===== src/rtl/xgmii_pkg.sv =====
`default_nettype none
// ============================================================================
// Module      : xgmii_pkg
// Description : Shared XGMII / Clause-49 64b/66b constants and types, used by
//               the TX MAC, the 64b/66b encoder and the future decoder.
// Revision    : 1.0 - initial release
// ============================================================================
package xgmii_pkg;

  // XGMII control characters
  localparam logic [7:0] XGMII_IDLE  = 8'h07;
  localparam logic [7:0] XGMII_START = 8'hFB;
  localparam logic [7:0] XGMII_TERM  = 8'hFD;
  localparam logic [7:0] XGMII_ERROR = 8'hFE;
  localparam logic [7:0] XGMII_SEQ   = 8'h9C;

  // 64b/66b sync headers
  localparam logic [1:0] SYNC_DATA = 2'b01;
  localparam logic [1:0] SYNC_CTRL = 2'b10;

  // Block type field values
  localparam logic [7:0] BT_CTRL = 8'h1E;
  localparam logic [7:0] BT_S0   = 8'h78;
  localparam logic [7:0] BT_S4   = 8'h33;
  // Terminate block types indexed by the /T/ lane (element 0 = /T/ in lane 0)
  localparam logic [7:0][7:0] BT_TERM = {8'hFF, 8'hE1, 8'hD2, 8'hCC,
                                         8'hB4, 8'hAA, 8'h99, 8'h87};

  // 7-bit 64b/66b control codes
  localparam logic [6:0] CC_IDLE  = 7'h00;
  localparam logic [6:0] CC_ERROR = 7'h1E;

  // Classification of one 8-lane column
  typedef enum logic [2:0] {
    BLK_C = 3'd0,  // all control
    BLK_S = 3'd1,  // start (lane 0 or lane 4)
    BLK_T = 3'd2,  // terminate
    BLK_D = 3'd3,  // all data
    BLK_E = 3'd4   // not encodable
  } blk_kind_e;

  // Transmit frame state
  typedef enum logic [0:0] {
    TX_C = 1'b0,
    TX_D = 1'b1
  } tx_state_e;

  // Error block payload: control type with all eight codes set to /E/
  function automatic logic [63:0] err_block_payload();
    logic [63:0] p;
    p = '0;
    p[7:0] = BT_CTRL;
    for (int i = 0; i < 8; i++) begin
      p[8 + 7*i +: 7] = CC_ERROR;
    end
    return p;
  endfunction

endpackage
`default_nettype wire


===== src/rtl/xgmii_ctrl_code_map.sv =====
`default_nettype none
// ============================================================================
// Module      : xgmii_ctrl_code_map
// Description : Maps one XGMII control character to its 7-bit 64b/66b control
//               code. Unsupported characters map to /E/ with valid low.
// Revision    : 1.0 - initial release
// ============================================================================
module xgmii_ctrl_code_map
  import xgmii_pkg::*;
(
  input  logic [7:0] in_char,
  output logic [6:0] out_code,
  output logic       out_valid
);

  // Character lookup; anything other than idle or error is not encodable
  always_comb begin
    out_code  = CC_ERROR;
    out_valid = 1'b0;
    case (in_char)
      XGMII_IDLE: begin
        out_code  = CC_IDLE;
        out_valid = 1'b1;
      end
      XGMII_ERROR: begin
        out_code  = CC_ERROR;
        out_valid = 1'b1;
      end
      default: begin
        out_code  = CC_ERROR;
        out_valid = 1'b0;
      end
    endcase
  end

endmodule
`default_nettype wire


===== src/rtl/xgmii_64b66b_encoder.sv =====
`default_nettype none
// ============================================================================
// Module      : xgmii_64b66b_encoder
// Description : Pairs two 32-bit XGMII words into one 8-lane column and emits
//               an unscrambled Clause-49 64b/66b block. Also registers the
//               downstream ready back to the MAC.
// Revision    : 1.0 - initial release
// ============================================================================
module xgmii_64b66b_encoder
  import xgmii_pkg::*;
#(
  parameter int XGMII_DATA_WIDTH = 32,
  parameter int XGMII_DATA_BYTES = XGMII_DATA_WIDTH / 8,
  parameter int ERR_CNT_WIDTH    = 16
) (
  input  logic                        tx_clk,
  input  logic                        tx_rst,
  input  logic [XGMII_DATA_WIDTH-1:0] in_xgmii_data,
  input  logic [XGMII_DATA_BYTES-1:0] in_xgmii_ctl,
  output logic                        out_xgmii_pcs_ready,
  input  logic                        in_pcs_tx_ready,
  output logic [1:0]                  out_block_header,
  output logic [63:0]                 out_block_data,
  output logic                        out_block_valid,
  output logic [ERR_CNT_WIDTH-1:0]    out_encode_errors
);

  localparam logic [63:0] ERR_PAYLOAD = err_block_payload();

  // Registered state
  logic                        pcs_ready_q, pcs_ready_d;
  logic                        phase_q,     phase_d;
  logic [XGMII_DATA_WIDTH-1:0] lo_data_q,   lo_data_d;
  logic [XGMII_DATA_BYTES-1:0] lo_ctl_q,    lo_ctl_d;
  tx_state_e                   state_q,     state_d;
  logic [1:0]                  hdr_q,       hdr_d;
  logic [63:0]                 blk_q,       blk_d;
  logic                        valid_q,     valid_d;
  logic [ERR_CNT_WIDTH-1:0]    err_cnt_q,   err_cnt_d;

  // Column view: lanes 0-3 from the stored phase-0 word, 4-7 from the live word
  logic [7:0][7:0] w_col_data;
  logic [7:0]      w_col_ctl;
  logic [7:0][6:0] w_codes;
  logic [7:0]      w_code_ok;

  assign w_col_data = {in_xgmii_data, lo_data_q};
  assign w_col_ctl  = {in_xgmii_ctl, lo_ctl_q};

  generate
    for (genvar lane = 0; lane < 8; lane++) begin : g_code_map
      xgmii_ctrl_code_map u_map (
        .in_char  (w_col_data[lane]),
        .out_code (w_codes[lane]),
        .out_valid(w_code_ok[lane])
      );
    end
  endgenerate

  // Column classification and payload assembly
  blk_kind_e   w_kind;
  logic [63:0] w_payload;
  logic        w_code_err;

  always_comb begin
    w_kind     = BLK_E;
    w_payload  = ERR_PAYLOAD;
    w_code_err = 1'b0;
    if (w_col_ctl == 8'h00) begin
      w_kind    = BLK_D;
      w_payload = w_col_data;
    end else if (w_col_ctl == 8'h01 && w_col_data[0] == XGMII_START) begin
      w_kind    = BLK_S;
      w_payload = {w_col_data[7], w_col_data[6], w_col_data[5], w_col_data[4],
                   w_col_data[3], w_col_data[2], w_col_data[1], BT_S0};
    end else if (w_col_ctl == 8'h1F && w_col_data[4] == XGMII_START) begin
      // Four codes, then a 4-bit zero pad, then lanes 5-7
      w_kind     = BLK_S;
      w_payload  = {w_col_data[7], w_col_data[6], w_col_data[5], 4'h0,
                    w_codes[3], w_codes[2], w_codes[1], w_codes[0], BT_S4};
      w_code_err = ~&w_code_ok[3:0];
    end else begin
      // /T/ lane k: data lanes sit at 8+8i, codes after /T/ at 8+7i, pad between
      for (int k = 0; k < 8; k++) begin
        if (w_col_ctl == (8'hFF << k) && w_col_data[k] == XGMII_TERM) begin
          w_kind         = BLK_T;
          w_payload      = '0;
          w_payload[7:0] = BT_TERM[k];
          for (int i = 0; i < 8; i++) begin
            if (i < k) begin
              w_payload[8 + 8*i +: 8] = w_col_data[i];
            end else if (i > k) begin
              w_payload[8 + 7*i +: 7] = w_codes[i];
              if (!w_code_ok[i]) begin
                w_code_err = 1'b1;
              end
            end
          end
        end
      end
      // All-control column that is not a terminate
      if (w_kind == BLK_E && w_col_ctl == 8'hFF) begin
        w_kind     = BLK_C;
        w_payload  = {w_codes, BT_CTRL};
        w_code_err = ~&w_code_ok;
      end
    end
  end

  // Word acceptance, phase tracking, frame state machine and block output
  logic w_emit_err;

  always_comb begin
    pcs_ready_d = in_pcs_tx_ready;
    phase_d     = phase_q;
    lo_data_d   = lo_data_q;
    lo_ctl_d    = lo_ctl_q;
    state_d     = state_q;
    hdr_d       = hdr_q;
    blk_d       = blk_q;
    valid_d     = 1'b0;
    err_cnt_d   = err_cnt_q;
    w_emit_err  = 1'b0;
    if (pcs_ready_q) begin
      phase_d = ~phase_q;
      if (!phase_q) begin
        lo_data_d = in_xgmii_data;
        lo_ctl_d  = in_xgmii_ctl;
      end else begin
        valid_d = 1'b1;
        case (state_q)
          TX_C: begin
            case (w_kind)
              BLK_S:   state_d = TX_D;
              BLK_C:   state_d = TX_C;
              default: w_emit_err = 1'b1;
            endcase
          end
          TX_D: begin
            case (w_kind)
              BLK_D:   state_d = TX_D;
              BLK_T:   state_d = TX_C;
              BLK_S:   w_emit_err = 1'b1;
              default: begin
                w_emit_err = 1'b1;
                state_d    = TX_C;
              end
            endcase
          end
          default: state_d = TX_C;
        endcase
        if (w_emit_err) begin
          hdr_d = SYNC_CTRL;
          blk_d = ERR_PAYLOAD;
        end else begin
          hdr_d = (w_kind == BLK_D) ? SYNC_DATA : SYNC_CTRL;
          blk_d = w_payload;
        end
        if ((w_emit_err || w_code_err) && (err_cnt_q != '1)) begin
          err_cnt_d = err_cnt_q + ERR_CNT_WIDTH'(1);
        end
      end
    end
  end

  // State registers; reset drops any half-collected column
  always_ff @(posedge tx_clk) begin
    if (tx_rst) begin
      pcs_ready_q <= 1'b0;
      phase_q     <= 1'b0;
      lo_data_q   <= '0;
      lo_ctl_q    <= '0;
      state_q     <= TX_C;
      hdr_q       <= SYNC_CTRL;
      blk_q       <= {56'h0, BT_CTRL};
      valid_q     <= 1'b0;
      err_cnt_q   <= '0;
    end else begin
      pcs_ready_q <= pcs_ready_d;
      phase_q     <= phase_d;
      lo_data_q   <= lo_data_d;
      lo_ctl_q    <= lo_ctl_d;
      state_q     <= state_d;
      hdr_q       <= hdr_d;
      blk_q       <= blk_d;
      valid_q     <= valid_d;
      err_cnt_q   <= err_cnt_d;
    end
  end

  assign out_xgmii_pcs_ready = pcs_ready_q;
  assign out_block_header    = hdr_q;
  assign out_block_data      = blk_q;
  assign out_block_valid     = valid_q;
  assign out_encode_errors   = err_cnt_q;

endmodule
`default_nettype wire


===== config.mk =====
export PLATFORM = sky130hd
export DESIGN_NAME = xgmii_64b66b_encoder
export DESIGN_NICKNAME = d
export VERILOG_FILES = /design/src/rtl/xgmii_pkg.sv /design/src/rtl/xgmii_ctrl_code_map.sv /design/src/rtl/xgmii_64b66b_encoder.sv
export SDC_FILE = /design/constraint.sdc
export NUM_CORES = 1
export LEC_CHECK = 0
export ABC_CLOCK_PERIOD_IN_PS = 6200
export BUFFER_PORTS_ARGS = -buffer_cell sky130_fd_sc_hd__buf_2
export CAP_MARGIN = 20
export CORE_MARGIN = 2
export CORE_UTILIZATION = 60
export CTS_CLUSTER_SIZE = 20
export DETAILED_ROUTE_END_ITERATION = 12
export PLACE_DENSITY = 0.93
export SYNTH_ARGS = -nofsm -noshare
export SYNTH_HDL_FRONTEND = slang
export SYNTH_SLANG_ARGS = --single-unit

===== constraint.sdc =====
create_clock -name tx_clk -period 6.2 [get_ports tx_clk]
set_input_delay 1.24 -clock tx_clk [delete_from_list [all_inputs] [get_ports tx_clk]]
set_output_delay 1.24 -clock tx_clk [all_outputs]
set_load 0.1 [all_outputs]

======== Word level (Yosys, flattened, before mapping) ========
Cells that the tools add are included.
storage, ports and cells
  word-level logic and storage cells ...... 185
  output and inout bits ................... 84
  flip-flop bits (word level) ............. 122
  bits of input ports ..................... 39
cells by class
  muxes and demuxes ....................... 97
  reductions and logical operators ........ 34
  equal/unequal tests ..................... 41
  add/sub/neg operators ................... 1
  bitwise operators ....................... 3
operators with widths
  kind                                                 count
  2-to-1 mux 64 bit                                    13
  equality test 8 bit, second input constant           26
  equality test 8 x 3 -> 1 bit, second input constant  8
  2-to-1 mux 1 bit                                     57
  2-to-1 mux 3 bit                                     15
  2-to-1 mux 5 bit                                     8
  OR reduction 2 bit                                   12
  adder 16 x 1 -> 16 bit, second input constant        1
  != test 16 bit, second input constant                1
  logical AND 1 bit                                    12
  equality test 8 x 1 -> 1 bit, second input constant  1
  equality test 8 x 5 -> 1 bit, second input constant  1
  zero test 8 bit                                      1
  AND reduction 8 bit                                  1
  equality test 3 x 2 -> 1 bit, second input constant  2
  2-to-1 mux 2 bit                                     2
  one-hot mux 1 bit (2 select lines)                   2
  AND reduction 2 bit                                  2
  AND reduction 4 bit                                  1
  equality test 3 x 1 -> 1 bit, second input constant  1
  equality test 3 bit, second input constant           1
  zero test 3 bit                                      1
  inverter 1 bit                                       3
  AND reduction 3 bit                                  1
  other kinds (2)                                      3

======== Depth between registers and ports, before layout ========
Gate-level depths: netlist of run 1.
  depth after elaboration ................. 48
  mapped depth ............................ 12
  mapped depth without buffers ............ 9

======== Modules after synthesis ========
A second synthesis of run 1 with hierarchy kept.
second synthesis, totals
  cell total of the unflattened synthesis .. 912
  area, all modules ....................... 6972.9 um2
modules (own cells, without submodules)
  module                instances  area each (um2)  cells an instance  seq. area each (um2)
  xgmii_64b66b_encoder  1          6122.1           792                2442.3
  xgmii_ctrl_code_map   8          106.4            15                 0.0

======== Worst setup path before layout of run 1 ========
Ideal clock, no wire load.
  path type ............................... in2reg
  from .................................... input in_xgmii_ctl[2]
  to ...................................... register err_cnt_q[13], in the netlist out_encode_errors[13]
  data arrival time ....................... 3612 ps
  stages .................................. 10
  path buffers ............................ 1
  setup time .............................. 121 ps
  slack ................................... 2466 ps
  path through ............................ buf_6 or4b_1 or4_4 nor2_4 a31oi_1 nand4_1 o21ai_2 a211oi_4 and3_1 mux2_4
on the way
  word-level cells in the longest chain between the ends .. 40
ends and longest elaborated chain
  what                             line                                                     text
  from (decl)                      xgmii_64b66b_encoder.sv:19                               input logic [XGMII_DATA_BYTES-1:0] in_xgmii_ctl,
  equality test 8 bit              xgmii_64b66b_encoder.sv:85, xgmii_64b66b_encoder.sv:102
  logical AND 1 bit                xgmii_64b66b_encoder.sv:85                               if (w_col_ctl == (8'hFF << k) && w_col_data[k] == XGMII_TERM) begin
  2-to-1 mux 1 bit                 xgmii_64b66b_encoder.sv:85
  2-to-1 mux 1 bit (6 in a row)    xgmii_64b66b_encoder.sv:94                               if (!w_code_ok[i]) begin
  2-to-1 mux 1 bit                 xgmii_64b66b_encoder.sv:85
  2-to-1 mux 1 bit (5 in a row)    xgmii_64b66b_encoder.sv:94
  2-to-1 mux 1 bit                 xgmii_64b66b_encoder.sv:85
  2-to-1 mux 1 bit                 xgmii_64b66b_encoder.sv:76                               end else if (w_col_ctl == 8'h1F && w_col_data[4] == XGMII_START) begin
  [... 15 more ...]                n/a
  2-to-1 mux 1 bit                 xgmii_64b66b_encoder.sv:85
  2-to-1 mux 1 bit                 xgmii_64b66b_encoder.sv:102                              if (w_kind == BLK_E && w_col_ctl == 8'hFF) begin
  2-to-1 mux 1 bit                 xgmii_64b66b_encoder.sv:76
  2-to-1 mux 1 bit                 xgmii_64b66b_encoder.sv:72                               end else if (w_col_ctl == 8'h01 && w_col_data[0] == XGMII_START) begin
  2-to-1 mux 1 bit                 xgmii_64b66b_encoder.sv:69                               if (w_col_ctl == 8'h00) begin
  logical OR 1 bit *               xgmii_64b66b_encoder.sv:159                              if ((w_emit_err || w_code_err) && (err_cnt_q != '1)) begin
  logical AND 1 bit *              xgmii_64b66b_encoder.sv:159
  AND reduction 3 bit (no line) *  n/a
  to (signal assigned)             xgmii_64b66b_encoder.sv:187                              err_cnt_q <= err_cnt_d;
  to (decl)                        xgmii_64b66b_encoder.sv:39                               logic [ERR_CNT_WIDTH-1:0] err_cnt_q, err_cnt_d;
Every way passes the cells marked *; elsewhere a longest branch is shown, timed or not. The select of a mux whose other input is x is not followed.
A chain may end at the register's enable or synchronous reset.

======== Worst setup path in the final report of run 1 ========
  from .................................... input in_xgmii_ctl[0]
  to ...................................... register blk_q[24], in the netlist out_block_data[24]
on the way
  word-level cells in the longest chain between the ends .. 26
ends and longest elaborated chain
  what                                                  line                                                      text
  equality test 8 bit                                   xgmii_64b66b_encoder.sv:85, xgmii_64b66b_encoder.sv:102
  logical AND 1 bit                                     xgmii_64b66b_encoder.sv:85
  2-to-1 mux 3 bit (8 in a row)                         xgmii_64b66b_encoder.sv:85
  2-to-1 mux 3 bit                                      xgmii_64b66b_encoder.sv:76
  2-to-1 mux 3 bit                                      xgmii_64b66b_encoder.sv:72
  2-to-1 mux 3 bit                                      xgmii_64b66b_encoder.sv:69
  equality test 3 bit                                   xgmii_64b66b_encoder.sv:102
  logical AND 1 bit                                     xgmii_64b66b_encoder.sv:102
  [... 3 more ...]                                      n/a
  2-to-1 mux 3 bit                                      xgmii_64b66b_encoder.sv:69
  equality test 3 x 2 -> 1 bit (tied with other cells)  xgmii_64b66b_encoder.sv:140                               case (w_kind)
  OR reduction 2 bit (no line)                          n/a
  2-to-1 mux 1 bit (on tied branches)                   xgmii_64b66b_encoder.sv:140, xgmii_64b66b_encoder.sv:133
  one-hot mux 1 bit (2 select lines)                    xgmii_64b66b_encoder.sv:131                               case (state_q)
  2-to-1 mux 1 bit                                      xgmii_64b66b_encoder.sv:126                               if (!phase_q) begin
  2-to-1 mux 1 bit                                      xgmii_64b66b_encoder.sv:124                               if (pcs_ready_q) begin
  2-to-1 mux 64 bit *                                   xgmii_64b66b_encoder.sv:152                               if (w_emit_err) begin
  to (signal assigned)                                  xgmii_64b66b_encoder.sv:175                               blk_q <= {56'h0, BT_CTRL};
  to (signal assigned)                                  xgmii_64b66b_encoder.sv:185                               blk_q <= blk_d;
  to (decl)                                             xgmii_64b66b_encoder.sv:37                                logic [63:0] blk_q, blk_d;
Marked as above.

==> impl_metrics.tcl, run 1 <==
set metrics [dict create \
    seqPwrFrac 0.428 \
    outcome "finished clean" \
    dieArea_um2 11240 \
    h-tree-depth 4 \
    fill_cells 817 \
    wl_um 21640 \
    r2r_start "lo_ctl_q[2]" \
    crit_required_ns 6.57 \
    cp_slowest_cell "or4_4" \
    cts_resized 0 \
    worstPathArrival_ns 4.67 \
    post_cts_buffers 0 \
    clockBufferDepth 2 \
    vdd_ir_drop_max_v 0.0002465 \
    crit_path_start "in_xgmii_ctl[0]" \
    synth_enable_flop_cells 0 \
    yosysTopAreaCellShare 0.3913 \
    synth_simple_gate_area_frac 0.3201 \
    cp_top_family "simple AND/OR/NAND/NOR gates" \
    cts_made_buffers 17 \
    pwr-share-comb 0.093 \
    slew_headroom 0.2440 \
    highest_layer "met4" \
    cts_tree "done" \
    holdWs_ns 0.4466 \
    min_from "out_block_data[14]" \
    grt_util_all_layers 0.3902 \
    synthMuxAreaShare 0.01964 \
    dp_hpwl_um 15220 \
    post-route-period-util 0.6927 \
    viasPerCell 6.543 \
    clock.fmax_mhz 232.8 \
    post_drt_wl_per_cell_um 20.46 \
    cts_hold_buffers 0 \
    first_iter_violations 803 \
    fin_nets 950 \
    final_max_slew_viol_count 0 \
    synth_xor_area_frac 0.009822 \
    core_area_um2 10230 \
    synthArstFlopShare 0 \
    critPathMaxFanout 18 \
    numPortBuffers 122 \
    powerDensity_nw_per_um2 262.5 \
    ys.flop_type "dfxtp_1" \
    period_minus_slack_ns 4.295 \
    grt_pass1_vias 6281 \
    clkSinkCount 122 \
    syn_nets 852 \
    path_buf_inv 1 \
    hp-class "reg2reg" \
    power_switching_mw 0.5346 \
    switching_share 0.2750 \
    yosysWarningCount 0 \
    drt-met1-wl_um 8633 \
    rows 37 \
    intPower_mw 1.409 \
    synth_area_per_cell_um2 7.687 \
    antenna_found_initial 0 \
    first_pass_iters 5 \
    r2r_cells 9 \
    rr_endpoint "out_block_data[24]" \
    fin_skew_ns 0.008830 \
    drcViolationCount 0 \
    min_to "out_block_data[14]" \
    place_congestion 1.062 \
    cp-start-kind "input port" \
    drive_gt1_frac 0.1974 \
    overflow 0 \
    ys_top_cells_by_area "dfxtp_1 (39%), nand2_1 (7.9%), nor2_1 (6.2%)" \
    worst-setup-path-type "in2reg" \
    rsz0062_at_grt "no" \
    synth_area_um2 6242 \
    route.met3.wl_um 2299 \
    die_w_um 106 \
    synth_top_family_by_area "simple AND/OR/NAND/NOR gates" \
    antenna_left 0 \
    synthToLayoutAreaGrowth_pct 18.62 \
    ioPinCount 123 \
    antenna_cells 0 \
    finalSetupViolations 0 \
    netlist_instances 812 \
    fin_setup_tns_ns 0 \
    worstPathCellList "buf_2, or4_4, nor3_1, o21ai_2, nand4_2, or3_4, o22a_1, nand2_1, a21oi_1, a311oi_1" \
    wl_met2_um 9512 \
    synth_compound_area_frac 0.2173 \
    worstMarginPinSlew_ns 1.134 \
    clk_pin_slew_worst_paths_ns 0.06 \
    finalWorstSetupSlack_ns 1.905 \
    ys_types 67 \
    yosys-top-cells-count "nand2_1 (132), dfxtp_1 (122), nor2_1 (103)" \
    synth_seq_area_share 0.3913 \
    initial_utilization 0.6101 \
    placed_area_um2 6852 \
    clkPwrFrac 0.480 \
    die_y_um 106 \
    maxCapViolCount 0 \
    vias 6923 \
    ys_seq_elements 122 \
    final_area_um2 7405 \
    finalPower_mw 1.944 \
    clk_latency_ns 0.54 \
    grt_start_max_net_pins 110 \
    critPathMaxStageDelay_ns 0.57 \
    multiInputGateArea_um2 3558 \
    p_leak_nw 2.860 \
    grt_pass1_wl_um 33580 \
    endpoint_kind "flop" \
    yosysMostFrequentCell "nand2_1" \
    pre_cts_ws_ns 1.419 \
    r2r_slack_ns 2.37 \
    hold_viol_final 0 \
    regArea_um2 2442 \
    clock-root-buffer "clkbuf_8" \
    synth-adder-area-share 0.002004 \
    synth_top_area_cell "dfxtp_1" \
    min_path_cells 2 \
]
## worst max-delay path by stage
stage | end | depth (start not counted)
after floorplan | out_encode_errors[13] | 10
after global placement | out_block_data[24] | 10
after detailed placement | out_block_data[24] | 10
after CTS | out_block_data[24] | 10
after global routing | out_block_data[0] | 10
final | out_block_data[24] | 10
## cell families (layout without fill, tap and decap cells)
group           Yosys count  in the layout
compound gates          215            215
xor+xnor                  7              7
fa+ha+maj                 1              1
buf+inv                  56            166
flops                   122            122
mux                      10             10
simple gates            401            401
## registers in the layout (all words and copies together), names as in the netlist
name	flops
lo_ctl_q	4
lo_data_q	32
out_block_data	64
out_block_header	2
out_block_valid	1
out_encode_errors	16
out_xgmii_pcs_ready	1
phase_q	1
state_q	1
## through the flow
| step | utilization | instances |
|---|---|---|
| 6_report | 0.7237 | 1058 |
| 5_1_grt | 0.7237 | 1058 |
| 4_1_cts | 0.7237 | 1058 |
| 3_5_place_dp | 0.6697 | 1027 |
| 3_3_place_gp | 0.6697 | 1027 |
| 2_1_floorplan | - | 812 |
## metal layers
layer / vias to the layer above / global-route usage
met2: 504 / 0.5977
met3: 110 / 0.09933
met5: - / 0
li1: 3144 / -
met1: 3165 / 0.5041
met4: 0 / 0.2133
## cells in the final DEF, fill, tap and decap left out, types with 7 or more instances in the layout
| cell type | instances |
|---|---|
| nand2_1 | 132 |
| dfxtp_1 | 122 |
| buf_2 | 121 |
| nor2_1 | 103 |
| a21oi_1 | 77 |
| o21ai_0 | 44 |
| nor3_1 | 35 |
| a22oi_1 | 25 |
| nand3_1 | 17 |
| a211oi_1 | 17 |
| clkbuf_16 | 16 |
| nand4_1 | 14 |
| nor4_1 | 13 |
| nor2b_1 | 12 |
| and2_1 | 11 |
| and3_1 | 11 |
| inv_1 | 8 |
| or4_1 | 7 |
| a311oi_1 | 7 |
| xnor2_1 | 7 |
## final cells by class
cell class / instances / area share
tap: 136 / 0.02298
inverter: 8 / 0.004055
clock buffer: 22 / 0.06252
multi-input combinational: 634 / 0.4806
timing repair buffer: 127 / 0.08787
clock inverter: 9 / 0.01217
sequential: 122 / 0.3298
## worst reg2reg max path: stages, from the launching register on
cell and delay, ns:
dfxtp_1 0.38, or4_4 0.54, nor3_1 0.57, o21ai_2 0.30
nand4_2 0.23, or3_4 0.24, o22a_1 0.38, nand2_1 0.45
a21oi_1 0.42, a311oi_1 0.14
## power groups by stage
stage,Clock [mW],Combinational (mW),Sequential [mW]
3_3_place_gp,0,0.173,0.846
2_1_floorplan,0,0.0721,0.887
4_1_cts,0.934,0.177,0.829
3_5_place_dp,0,0.175,0.846
5_1_grt,0.971,0.191,0.832
6_report,0.932,0.180,0.831
No activity file was read; power rests on OpenSTA's default activity.
==> inputs of run 2 (changes only) <==
--- a/config.mk
+++ b/config.mk
@@ -5,14 +5,15 @@
 export SDC_FILE = /design/constraint.sdc
 export NUM_CORES = 1
 export LEC_CHECK = 0
-export ABC_CLOCK_PERIOD_IN_PS = 6200
+export ABC_AREA = 1
+export ABC_CLOCK_PERIOD_IN_PS = 3600
 export BUFFER_PORTS_ARGS = -buffer_cell sky130_fd_sc_hd__buf_2
 export CAP_MARGIN = 20
 export CORE_MARGIN = 2
-export CORE_UTILIZATION = 60
+export CORE_UTILIZATION = 51
 export CTS_CLUSTER_SIZE = 20
 export DETAILED_ROUTE_END_ITERATION = 12
-export PLACE_DENSITY = 0.93
+export PLACE_DENSITY = 0.84
 export SYNTH_ARGS = -nofsm -noshare
 export SYNTH_HDL_FRONTEND = slang
 export SYNTH_SLANG_ARGS = --single-unit
==> constraint.sdc (replaced) <==
create_clock -name tx_clk -period 3.6 [get_ports tx_clk]
set_input_delay 0.72 -clock tx_clk [delete_from_list [all_inputs] [get_ports tx_clk]]
set_output_delay 0.72 -clock tx_clk [all_outputs]
set_load 0.1 [all_outputs]
==> run 2 against run 1 <==
Worst hold slack improved by 0.0034 ns. Critical path depth increased by 3. Final cell count increased by 28%. Die area increased by 27%. Clock skew increased by 0.0013 ns. Sequential power increased by 74%. Area after synthesis increased by 9.2%. Count of clock-buffer cells in the layout decreased by 4. Worst setup slack got worse by 1.1 ns. Total power increased by 100%. Critical path type is now reg2reg. Largest cell class unchanged.
==> impl_metrics.tcl, run 2 <==
set metrics [dict create \
    outcome "finished clean" \
    worstMarginPinSlew_ns 0.9595 \
    yosysMostFrequentCell "nand2_1" \
    clock.fmax_mhz 352.9 \
    final_common_cell "nand2_1" \
    vdd_ir_drop_max_v 0.0004255 \
    hp-class "reg2reg" \
    placed_area_um2 7579 \
    cts_made_buffers 17 \
    yosysTopAreaCellShare 0.3583 \
    ys.flop_type "dfxtp_1" \
    dieArea_um2 14310 \
    multiInputGateArea_um2 3752 \
    ioPinCount 123 \
    first_pass_iters 7 \
    yosysWarningCount 0 \
    post_cts_buffers 0 \
    clockBufferDepth 2 \
    synth_seq_area_share 0.3583 \
    worst-setup-path-type "reg2reg" \
    final_area_um2 8280 \
    crit_required_ns 3.97 \
    antenna_found_initial 0 \
    final_cell_mix "nand2_1 (254), buf_2 (122), dfxtp_1 (122)" \
    antenna_left 0 \
    fin_cells 1354 \
    hold_viol_final 0 \
    cts_tree "done" \
    rsz0062_at_grt "no" \
    synth_top_area_cell "dfxtp_1" \
    post_drt_wl_per_cell_um 18.84 \
    finalWorstSetupSlack_ns 0.7665 \
    numPortBuffers 122 \
    finalSetupViolations 0 \
    die_w_um 119.6 \
    worstPathArrival_ns 3.20 \
    cts_resized 0 \
    ys_types 41 \
    pre_cts_ws_ns 0.5564 \
    wl_um 25510 \
    fill_cells 1250 \
    synthArstFlopShare 0 \
    post-route-period-util 0.7871 \
    clock-root-buffer "clkbuf_16" \
    core_area_um2 13140 \
    place_congestion 1.044 \
    largest_register_ffs 64 \
    clk_latency_ns 0.43 \
    die_y_um 119.6 \
    critPathMaxFanout 38 \
    synth_area_um2 6817 \
    clk_pin_slew_worst_paths_ns 0.06 \
    drive_gt1_frac 0.1706 \
    syn_nets 1094 \
    vias 7991 \
    cts_hold_buffers 0 \
    initial_utilization 0.5189 \
    overflow 0 \
    cp-start-kind "flop" \
    slew_headroom 0.3580 \
    ys_top_cells_by_area "dfxtp_1 (36%), nand2_1 (14%), o21ai_0 (8.4%)" \
    dp_hpwl_um 18860 \
    period_minus_slack_ns 2.834 \
    grt_start_max_net_pins 44 \
    drcViolationCount 0 \
    antenna_cells 0 \
    regArea_um2 2442 \
    grt_pass1_vias 7370 \
    p_leak_nw 3.899 \
    h-tree-depth 4 \
    dp_cells 1323 \
    ys_seq_elements 122 \
    grt_util_all_layers 0.3615 \
    clkSinkCount 122 \
    fin_nets 1206 \
    endpoint_kind "flop" \
    grt_pass1_wl_um 40140 \
    maxCapViolCount 0 \
    final_max_slew_viol_count 0 \
    yosys-top-cells-count "nand2_1 (254), dfxtp_1 (122), nor2_1 (116)" \
    powerDensity_nw_per_um2 471.8 \
    synth_enable_flop_cells 0 \
    viasPerCell 5.902 \
    rows 42 \
    synthToLayoutAreaGrowth_pct 21.48 \
    final_core_util 0.6303 \
    fin_setup_tns_ns 0 \
    netlist_instances 1054 \
    first_iter_violations 843 \
    synth_area_per_cell_um2 6.467 \
    fin_skew_ns 0.01010 \
]
-- run 2: cell count changes after synthesis, sizes merged, moves of 19 or more --
cell	previous run	this run
inv	8	120
a22oi	25	4
o21ai	50	119
nor3	35	15
a21oi	78	97
nor2	104	126
nand3	17	42
nand2	132	270
-- run 2: cells by family (layout without fill, tap and decap cells) --
kind of cell             Yosys count  after routing  share of synthesized area
adder cells (fa/ha/maj)            1              1                   0.001835
AO/OA/AOI/OAI                    271            271                     0.2188
AND/OR/NAND/NOR                  485            485                     0.3108
flip-flops                       122            122                     0.3583
XOR/XNOR                          14             14                    0.01799
buffers and inverters            161            285                    0.09233
-- run 2: final cells by class --
type                    count  area share
repair buffers            134     0.08613
flip-flops and latches    122      0.2950
multi-input cells         771      0.4532
well taps                 176     0.02659
inverters                 120     0.05440
clock buffers              18     0.05183
clock inverters            13     0.03294
-- run 2: power by group --
group	total, mW	internal [mW]	switching [mW]	leakage, nW
combinational	0.396	0.0844	0.312	2.58
sequential	1.45	1.40	0.0555	0.992
clock	2.06	1.43	0.631	0.332
total	3.91	2.91	0.998	3.90
-- run 2: path summary, 6_finish.rpt --
kind,end,cells past startpoint,slack [ns],startpoint
worst max-delay path,out_block_data[0],13,0.77,lo_ctl_q[1]
worst min register to register,out_block_data[55],2,0.45,out_block_data[55]
worst max register to register,out_block_data[0],13,0.77,lo_ctl_q[1]
worst min-delay path,out_block_data[55],2,0.45,out_block_data[55]
-- run 2: worst max-delay path, cell delays in order, from the launching register on --
cell and delay [ns]:
dfxtp_1 0.55, nor2_2 0.14, nand2_4 0.15, nor2_1 0.06, nand2_1 0.32, nand2_4 0.13, nor2_8 0.22, nand3_4 0.13
nand3_2 0.08, nand2_2 0.08, nor2_2 0.12, buf_4 0.42, o41ai_1 0.20, a21oi_1 0.16
-- run 2: stage by stage --
| step | hold WS, ns | power [mW] |
|---|---|---|
| after detailed placement | 0.4387 | 1.859 |
| after CTS | 0.4533 | 3.893 |
| after global placement | 0.4353 | 1.859 |
| final | 0.4501 | 3.907 |
| after floorplan | 0.4785 | 1.718 |
| after global routing | 0.4716 | 4.000 |
-- run 2: per-layer routing --
layer / track usage / wire length (um)
met1: 0.4750 / 10460
met2: 0.5718 / 11690
met3: 0.08175 / 2308
met4: 0.1537 / 1047
met5: 0 / 0
